File: config.mk
export PLATFORM = sky130hd
export DESIGN_NAME = predecode_queue
export DESIGN_NICKNAME = d
export VERILOG_FILES = /design/src/rtl/predecode_queue.sv
export SDC_FILE = /design/constraint.sdc
export NUM_CORES = 2
export LEC_CHECK = 0
export ABC_AREA = 1
export ABC_CLOCK_PERIOD_IN_PS = 6900
export CAP_MARGIN = 30
export CORE_AREA = 5 5 320 322
export DETAILED_ROUTE_END_ITERATION = 10
export DIE_AREA = 0 0 325 327
export PLACE_DENSITY = 0.64
export SYNTH_ARGS = -nofsm -noshare
export SYNTH_HDL_FRONTEND = slang
export SYNTH_SLANG_ARGS = --single-unit
File: constraint.sdc
create_clock -name clk -period 6.9 [get_ports clk]
set_clock_uncertainty 0.2 [all_clocks]
set_input_delay 1.38 -clock clk [delete_from_list [all_inputs] [get_ports clk]]
set_output_delay 1.38 -clock clk [all_outputs]
set_load 0.02 [all_outputs]
File: src/rtl/predecode_queue.sv
// Fetch-to-decode instruction queue; tags each instruction on entry and presents up to OUT_W head slots.
// Latency: push visible on out_* one cycle after the write edge, no bypass; outputs depend on registered state only.
// Backpressure: push_ready drops when fewer than IN_W entries are free; a push while not ready is dropped.
module predecode_queue #(
    parameter int DEPTH = 8,
    parameter int IN_W  = 2,
    parameter int OUT_W = 2
) (
    input  logic                 clk,
    input  logic                 resetn,
    input  logic                 flush,
    input  logic                 push_valid,
    input  logic [1:0]           push_cnt,
    input  logic [IN_W*32-1:0]   push_instr,
    input  logic [31:0]          push_pc,
    output logic                 push_ready,
    output logic [OUT_W-1:0]     out_valid,
    output logic [OUT_W*32-1:0]  out_instr,
    output logic [OUT_W*32-1:0]  out_pc,
    output logic [OUT_W*4-1:0]   out_tag,
    input  logic [1:0]           pop_cnt
);
    localparam int PW = $clog2(DEPTH);
    localparam int CW = PW + 1;

    logic [31:0]   instr_q [DEPTH];
    logic [31:0]   instr_d [DEPTH];
    logic [31:0]   pc_q    [DEPTH];
    logic [31:0]   pc_d    [DEPTH];
    logic [3:0]    tag_q   [DEPTH];
    logic [3:0]    tag_d   [DEPTH];
    logic [PW-1:0] head_q, head_d, tail_q, tail_d;
    logic [CW-1:0] count_q, count_d;

    logic [PW-1:0] rd_idx [OUT_W];
    logic          head_single;
    logic [1:0]    n_valid, pop_n, push_lim, push_n;

    // Tag layout: {is_eret, is_break, is_syscall, is_branch}
    function automatic logic [3:0] predecode(input logic [31:0] i);
        logic [3:0] t;
        logic [5:0] op;
        logic [5:0] fn;
        logic       special;
        op      = i[31:26];
        fn      = i[5:0];
        special = (op == 6'b000000);
        t[0] = ((op >= 6'd1) && (op <= 6'd7)) || (special && ((fn == 6'b001000) || (fn == 6'b001001)));
        t[1] = special && (fn == 6'b001100);
        t[2] = special && (fn == 6'b001101);
        t[3] = (i == 32'h42000018);
        return t;
    endfunction

    assign push_ready = (count_q <= CW'(DEPTH - IN_W));

    always_comb begin
        out_valid = '0;
        out_instr = '0;
        out_pc    = '0;
        out_tag   = '0;
        for (int k = 0; k < OUT_W; k++) begin
            rd_idx[k] = head_q + PW'(k);
            out_instr[32*k +: 32] = instr_q[rd_idx[k]];
            out_pc[32*k +: 32]    = pc_q[rd_idx[k]];
            out_tag[4*k +: 4]     = tag_q[rd_idx[k]];
        end
        // Exception-class instructions issue alone, whichever slot they sit in
        head_single  = |tag_q[rd_idx[0]][3:1];
        out_valid[0] = (count_q != '0);
        for (int k = 1; k < OUT_W; k++) begin
            out_valid[k] = (count_q > CW'(k)) && !head_single && !(|tag_q[rd_idx[k]][3:1]);
        end
    end

    always_comb begin
        n_valid = '0;
        for (int k = 0; k < OUT_W; k++) begin
            n_valid = n_valid + 2'(out_valid[k]);
        end
        pop_n    = (pop_cnt < n_valid) ? pop_cnt : n_valid;
        push_lim = (push_cnt > 2'(IN_W)) ? 2'(IN_W) : push_cnt;
        push_n   = (push_valid && push_ready) ? push_lim : 2'd0;
    end

    always_comb begin
        instr_d = instr_q;
        pc_d    = pc_q;
        tag_d   = tag_q;
        head_d  = head_q;
        tail_d  = tail_q;
        count_d = count_q;
        if (flush) begin
            head_d  = '0;
            tail_d  = '0;
            count_d = '0;
        end else begin
            for (int k = 0; k < IN_W; k++) begin
                if (2'(k) < push_n) begin
                    instr_d[tail_q + PW'(k)] = push_instr[32*k +: 32];
                    pc_d[tail_q + PW'(k)]    = push_pc + 32'(4 * k);
                    tag_d[tail_q + PW'(k)]   = predecode(push_instr[32*k +: 32]);
                end
            end
            tail_d  = tail_q + PW'(push_n);
            head_d  = head_q + PW'(pop_n);
            count_d = count_q + CW'(push_n) - CW'(pop_n);
        end
    end

    always_ff @(posedge clk or negedge resetn) begin
        if (!resetn) begin
            for (int e = 0; e < DEPTH; e++) begin
                instr_q[e] <= '0;
                pc_q[e]    <= '0;
                tag_q[e]   <= '0;
            end
            head_q  <= '0;
            tail_q  <= '0;
            count_q <= '0;
        end else begin
            instr_q <= instr_d;
            pc_q    <= pc_d;
            tag_q   <= tag_d;
            head_q  <= head_d;
            tail_q  <= tail_d;
            count_q <= count_d;
        end
    end
endmodule

# Word level (Yosys, flattened, before mapping)
# Index checks and enable logic that the tools add are counted.
# word_totals
register_bits	554
input_bits	104
out_inout_bits	139
wordCells	136
# op_classes
n_addsub	8
magnitude_cmp	16
eq_ne	10
muxes	47
bitwise	4
reduce_logical	24
# op_table
cell	n
$mux 256	6
$bwmux 256	4
$mux 32	13
$bmux 32 s3	4
$demux 32 s3	2
$bwmux 32	2
$eq 32x31->1 const B	2
$eq 6x4->1 const B	8
$add 32x3->32 const B	1
$mux 4	7
$bmux 4 s3	2
$demux 4 s3	2
$ge 4x4->1 const B	4
$not 3->4	4
$logic_and 1x1->1	13
$ge 6x1->1 const B	2
$le 6x3->1 const B	2
$logic_not 6->1	2
$lt 4x1->1 const B	2
$add 3x1->3 const B	2
$add 3x2->3	2
$mux 2	3
$mux 3	2
$reduce_or 3->1	2
11 further kinds	16

# Logic depth before layout (Yosys ltp)
# logic_depth
word_depth	13
ltp_mapped	23
mapped_depth_nobuf	21

# Worst setup path after synthesis
# No wires, ideal clock.
# synth_path
path_kind	flip-flop to flip-flop
from	register head_q[0]
to	register count_q[2]
setup_ns	0.123
t_arrival_ns	3.843
required_time_ns	6.577
setup_slack_ns	2.734
path_stages_with_launch	21
path_buffers	2
period_less_slack_ns	4.166
cell_sequence	dfrtp_1 ha_1 clkbuf_1 clkinv_1 clkbuf_1 o211ai_1 nand3_1 o21ai_0 nand3_1 nor2_1 ha_1 inv_1 ha_1 nor2_1 o22a_1 ha_1 inv_1 ha_1 fa_1 o21ai_0 a21oi_1
# synth_via
elab_chain_len	13
elab_cells_between_ends	20
classes_between	add/sub: 3; order compare: 1; mux: 8; bitwise: 2; reduce/logical: 6
# synth_rtl
item	line	rtl
start: declaration	32	logic [PW-1:0] head_q, head_d, tail_q, tail_d;
start signal: assignment	118	head_q <= '0;
start signal: assignment	125	head_q <= head_d;
$add 3x1->3 / $not 3->4 (equally long branches)	63, 69	
$not 3->4 (implied by the code) / $bmux 4 s3 (equally long branches)	72, 69	
$bmux 4 s3 / $mux 4 (equally long branches)	72, 69	
$mux 4, on equally long branches	72, 69	
$mux 4 (implied by the code) / $reduce_or 3->1 (equally long branches)	72, 69	
$reduce_or 3->1 / $logic_not 1->1 (equally long branches)	72	out_valid[k] = (count_q > CW'(k)) && !head_single && !(|tag_q[rd_idx[k]][3:1]);
$logic_not 1->1 / $logic_and 1x1->1 (equally long branches)	72	
$logic_and 1x1->1 *	72	
via out_valid[1]	17	output logic [OUT_W-1:0] out_valid,
$add 1x1->2 *	79	n_valid = n_valid + 2'(out_valid[k]);
$lt 2x2->1	81	pop_n = (pop_cnt < n_valid) ? pop_cnt : n_valid;
$mux 2 *	81	
$sub 4x2->4 *	107	count_d = count_q + CW'(push_n) - CW'(pop_n);
$mux 4 *	93	if (flush) begin
via count_d[2]	33	logic [CW-1:0] count_q, count_d;
end signal: assignment	127	count_q <= count_d;
end: declaration	33	
# Mark *: on every way through the listed nets, which the timed path passes. The rest lies on a longest branch. The select of a mux whose other input is x is not followed.
# A chain may end at the register's enable or synchronous reset.

# Final worst setup path
# layout_path
from	register head_q[1]
to	output out_pc[48]
# layout_via
elab_chain_len	5
# layout_rtl
item	line	rtl
$add 3x1->3	63	rd_idx[k] = head_q + PW'(k);
$not 3->4 (implied by the code)	65	out_pc[32*k +: 32] = pc_q[rd_idx[k]];
$bmux 32 s3	65	
$mux 32 (implied by the code) (2 in a row)	65	
end: declaration	19	output logic [OUT_W*32-1:0] out_pc,
# Every way passes these cells. The select of a mux whose other input is x is not followed.

==> results.sh <==
export IMPL_holdCritPathClass="reg2reg"
export IMPL_final_setup_viol_count=0
export IMPL_worstPathArrival_ns=4.90
export IMPL_wl_mm=185
export IMPL_async_reset_ff_share_pct=100
export IMPL_cp_end_kind="primary output"
export IMPL_finalHoldViolCount=0
export IMPL_core_area_um2=99300
export IMPL_yosys_area_top_type="dfrtp_1"
export IMPL_dp_slack_ns=1.24
export IMPL_multi_input_area_um2=25800
export IMPL_startpoint="head_q[1]$_DFF_PN0_"
export IMPL_cts_buffer_depth=3
export IMPL_stdcell_area_um2=49600
export IMPL_powerDensity_nw_per_um2=406
export IMPL_num_vias=51252
export IMPL_dr_pass1_iters=8
export IMPL_max_slew_margin_pct=22.8
export IMPL_postCtsSetupRepairBufs=0
export IMPL_reg2reg_slack_ns=1.23
export IMPL_synth_top_area_share_pct=31.3
export IMPL_postSynthNetCount=7715
export IMPL_grt_pass1_wl_mm=282
export IMPL_synthFlopType="dfrtp_1"
export IMPL_cts_buffers=73
export IMPL_grt_max_degree=199
export IMPL_ys_warn_count=0
export IMPL_setup_slack_ns=0.421
export IMPL_clk_pin_slew_ns=0.06
export IMPL_hpwl_mm=107
export IMPL_clkSinkCount=554
export IMPL_leakage_nw=24.9
export IMPL_drc=0
export IMPL_synth_area_um2=44300
export IMPL_rsz0062_at_grt="false"
export IMPL_dr_first_iter_drc_count=6546
export IMPL_fin_crit_sh_pct=93.9
export IMPL_clock_latency_ns=0.68
export IMPL_num_rows=116
export IMPL_portBuffers=242
export IMPL_synthTopCellsByCount="nand2_1, o21ai_0, nand3_1"
export IMPL_area_delta_synth_final_pct=11.9
export IMPL_status="completed"
export IMPL_dpl_instance_area_um2=47000
export IMPL_min_path_cells=2
export IMPL_r2r_end="count_q[2]$_DFF_PN0_"
export IMPL_start_kind="flip-flop"
export IMPL_vdd_drop_max_v=0.000327
export IMPL_drv_slew=0
export IMPL_via_per_inst=5.86
export IMPL_finalSetupTns_ns=0
export IMPL_fin_crit_ns=6.48
export IMPL_grt_pass1_vias=46084
export IMPL_synth_cells=7593
export IMPL_overflow=0
export IMPL_cts_tree="built"
export IMPL_cts_htree_levels=3
export IMPL_ys_top_cells_by_area="dfrtp_1, nand2_1, o21ai_0"
export IMPL_r2r_cells=18
export IMPL_synth_edff_count=0
export IMPL_ios=243
export IMPL_die_w_um=325
export IMPL_crit_path_max_fanout=67
export IMPL_drtAntennaViolNets=0
export IMPL_wl_per_cell_um=21.2
export IMPL_synth_seq_cells=554
export IMPL_fmax_mhz=154
export IMPL_drive_gt1_share_pct=3.48
export IMPL_syn_area_per_cell_um2=5.83
export IMPL_critical_path_class="reg2out"
export IMPL_ys_seq_area_share_pct=31.3
export IMPL_min_to="instr_q[235]$_DFFE_PN0N_"
export IMPL_seq_area_um2=13900
export IMPL_synthMostInstantiatedCell="nand2_1"
export IMPL_hold_path_startpoint="instr_q[235]$_DFFE_PN0N_"
export IMPL_worstMarginPinSlew_ns=1.16
export IMPL_hold_buffers=0
export IMPL_cp_required_ns=5.32
export IMPL_die_h_um=327
export IMPL_layout_nets=7511
export IMPL_cts_root_buf="clkbuf_16"
export IMPL_place_congestion=0.922
export IMPL_drv_cap=0
export IMPL_start_util_pct=44.6
export IMPL_cts_resized=0
export IMPL_synth_cell_type_count=35
export IMPL_r2r_start="head_q[1]$_DFF_PN0_"
export IMPL_grtUsageTotal_pct=33.2
export IMPL_antenna_found_initial=7
export IMPL_dieArea_um2=106000
export IMPL_fill_cells=10128
[where the power goes]
part	switching (W)	internal (W)
combinational	0.00677	0.00393
sequential	0.00110	0.00432
clock	0.00171	0.00229
[cell families (layout without fill, tap and decap cells)]
family / after synthesis / count (layout) / synth area share, %
DFF: 554 / 554 / 31.3
and+or+nand+nor: 4188 / 4188 / 38.2
buffers and inverters: 1229 / 1082 / 10.8
other: 0 / 4 / 0
AOI/OAI and AO/OA: 1591 / 1591 / 18.8
adders and majority gates: 18 / 18 / 0.576
xor gates and xnor gates: 13 / 13 / 0.257
[final cells by class]
class	count	share of cell area (%)
flip-flops and latches	554	28.0
clock buffers	113	4.43
well taps	1298	3.28
inverters	606	4.65
multi-input cells	5810	52.1
repair buffers	344	7.05
clock inverters	19	0.513
diodes	4	0.0202
[per-stage QoR]
stage	total power [W]	hold WS (ns)	util (%)	instances
5_1_grt	0.0214	0.319	49.9	8745
6_report	0.0201	0.300	49.9	8748
2_1_floorplan	0.0119	0.268	-	7593
3_5_place_dp	0.0159	0.286	47.4	8609
3_3_place_gp	0.0157	0.283	47.2	8603
4_1_cts	0.0200	0.301	49.8	8741
[layout by cell type (no fill, tap or decap), types with 3 or more instances in the layout]
cell and n:
clkinv_8 6, clkbuf_16 73, buf_4 82, a21oi_1 430
nand3b_1 9, fa_1 4, nand4_1 7, nand3_1 863
buf_12 12, diode_2 4, clkdlybuf4s50_1 240, nand2_4 5
a31oi_1 130, xnor2_1 6, buf_8 3, o211ai_1 72
dfrtp_4 3, nand2_1 2869, o21ai_0 951, buf_16 7
nor2_1 414, nand3_4 3, ha_1 13, inv_1 588
clkbuf_8 22, clkinv_2 6, nor2_2 3, clkbuf_1 18
nor3_1 3, xor2_1 6, clkinv_1 10, dfrtp_1 551
nor2_4 9, inv_2 3
[critical path, cell delays in order, from the launching register on]
cell	delay, ns
dfrtp_4	0.74
ha_4	0.93
buf_4	0.90
o21ai_0	0.20
a21oi_1	0.18
a211oi_1	0.06
a31oi_1	0.42
clkdlybuf4s50_1	0.71
[state kept, by name, indices dropped and copies added, names as in the netlist]
| register | cells |
|---|---|
| pc_q | 256 |
| tag_q | 32 |
| tail_q | 3 |
| head_q | 3 |
| count_q | 4 |
| instr_q | 256 |
[worst max path at each step]
stage                     depth (start not counted)                    to  slack, ns
after global routing                              7            out_pc[48]       0.32
after detailed placement                          7            out_pc[48]       1.24
after floorplan                                  20  count_q[2]$_DFF_PN0_       2.73
final                                             7            out_pc[48]       0.42
after CTS                                         7            out_pc[48]       0.52
after global placement                            7            out_pc[48]       1.26
[layer usage]
metal  global-route usage, %  vias up  share of wire, %
met5                       0        -            0.0070
met1                    44.4    23784                41
li1                        -    24053                 -
met4                    15.7        2               5.2
met2                    51.8     2852                44
met3                    6.60      561                10
No activity file was read; power rests on OpenSTA's default activity.
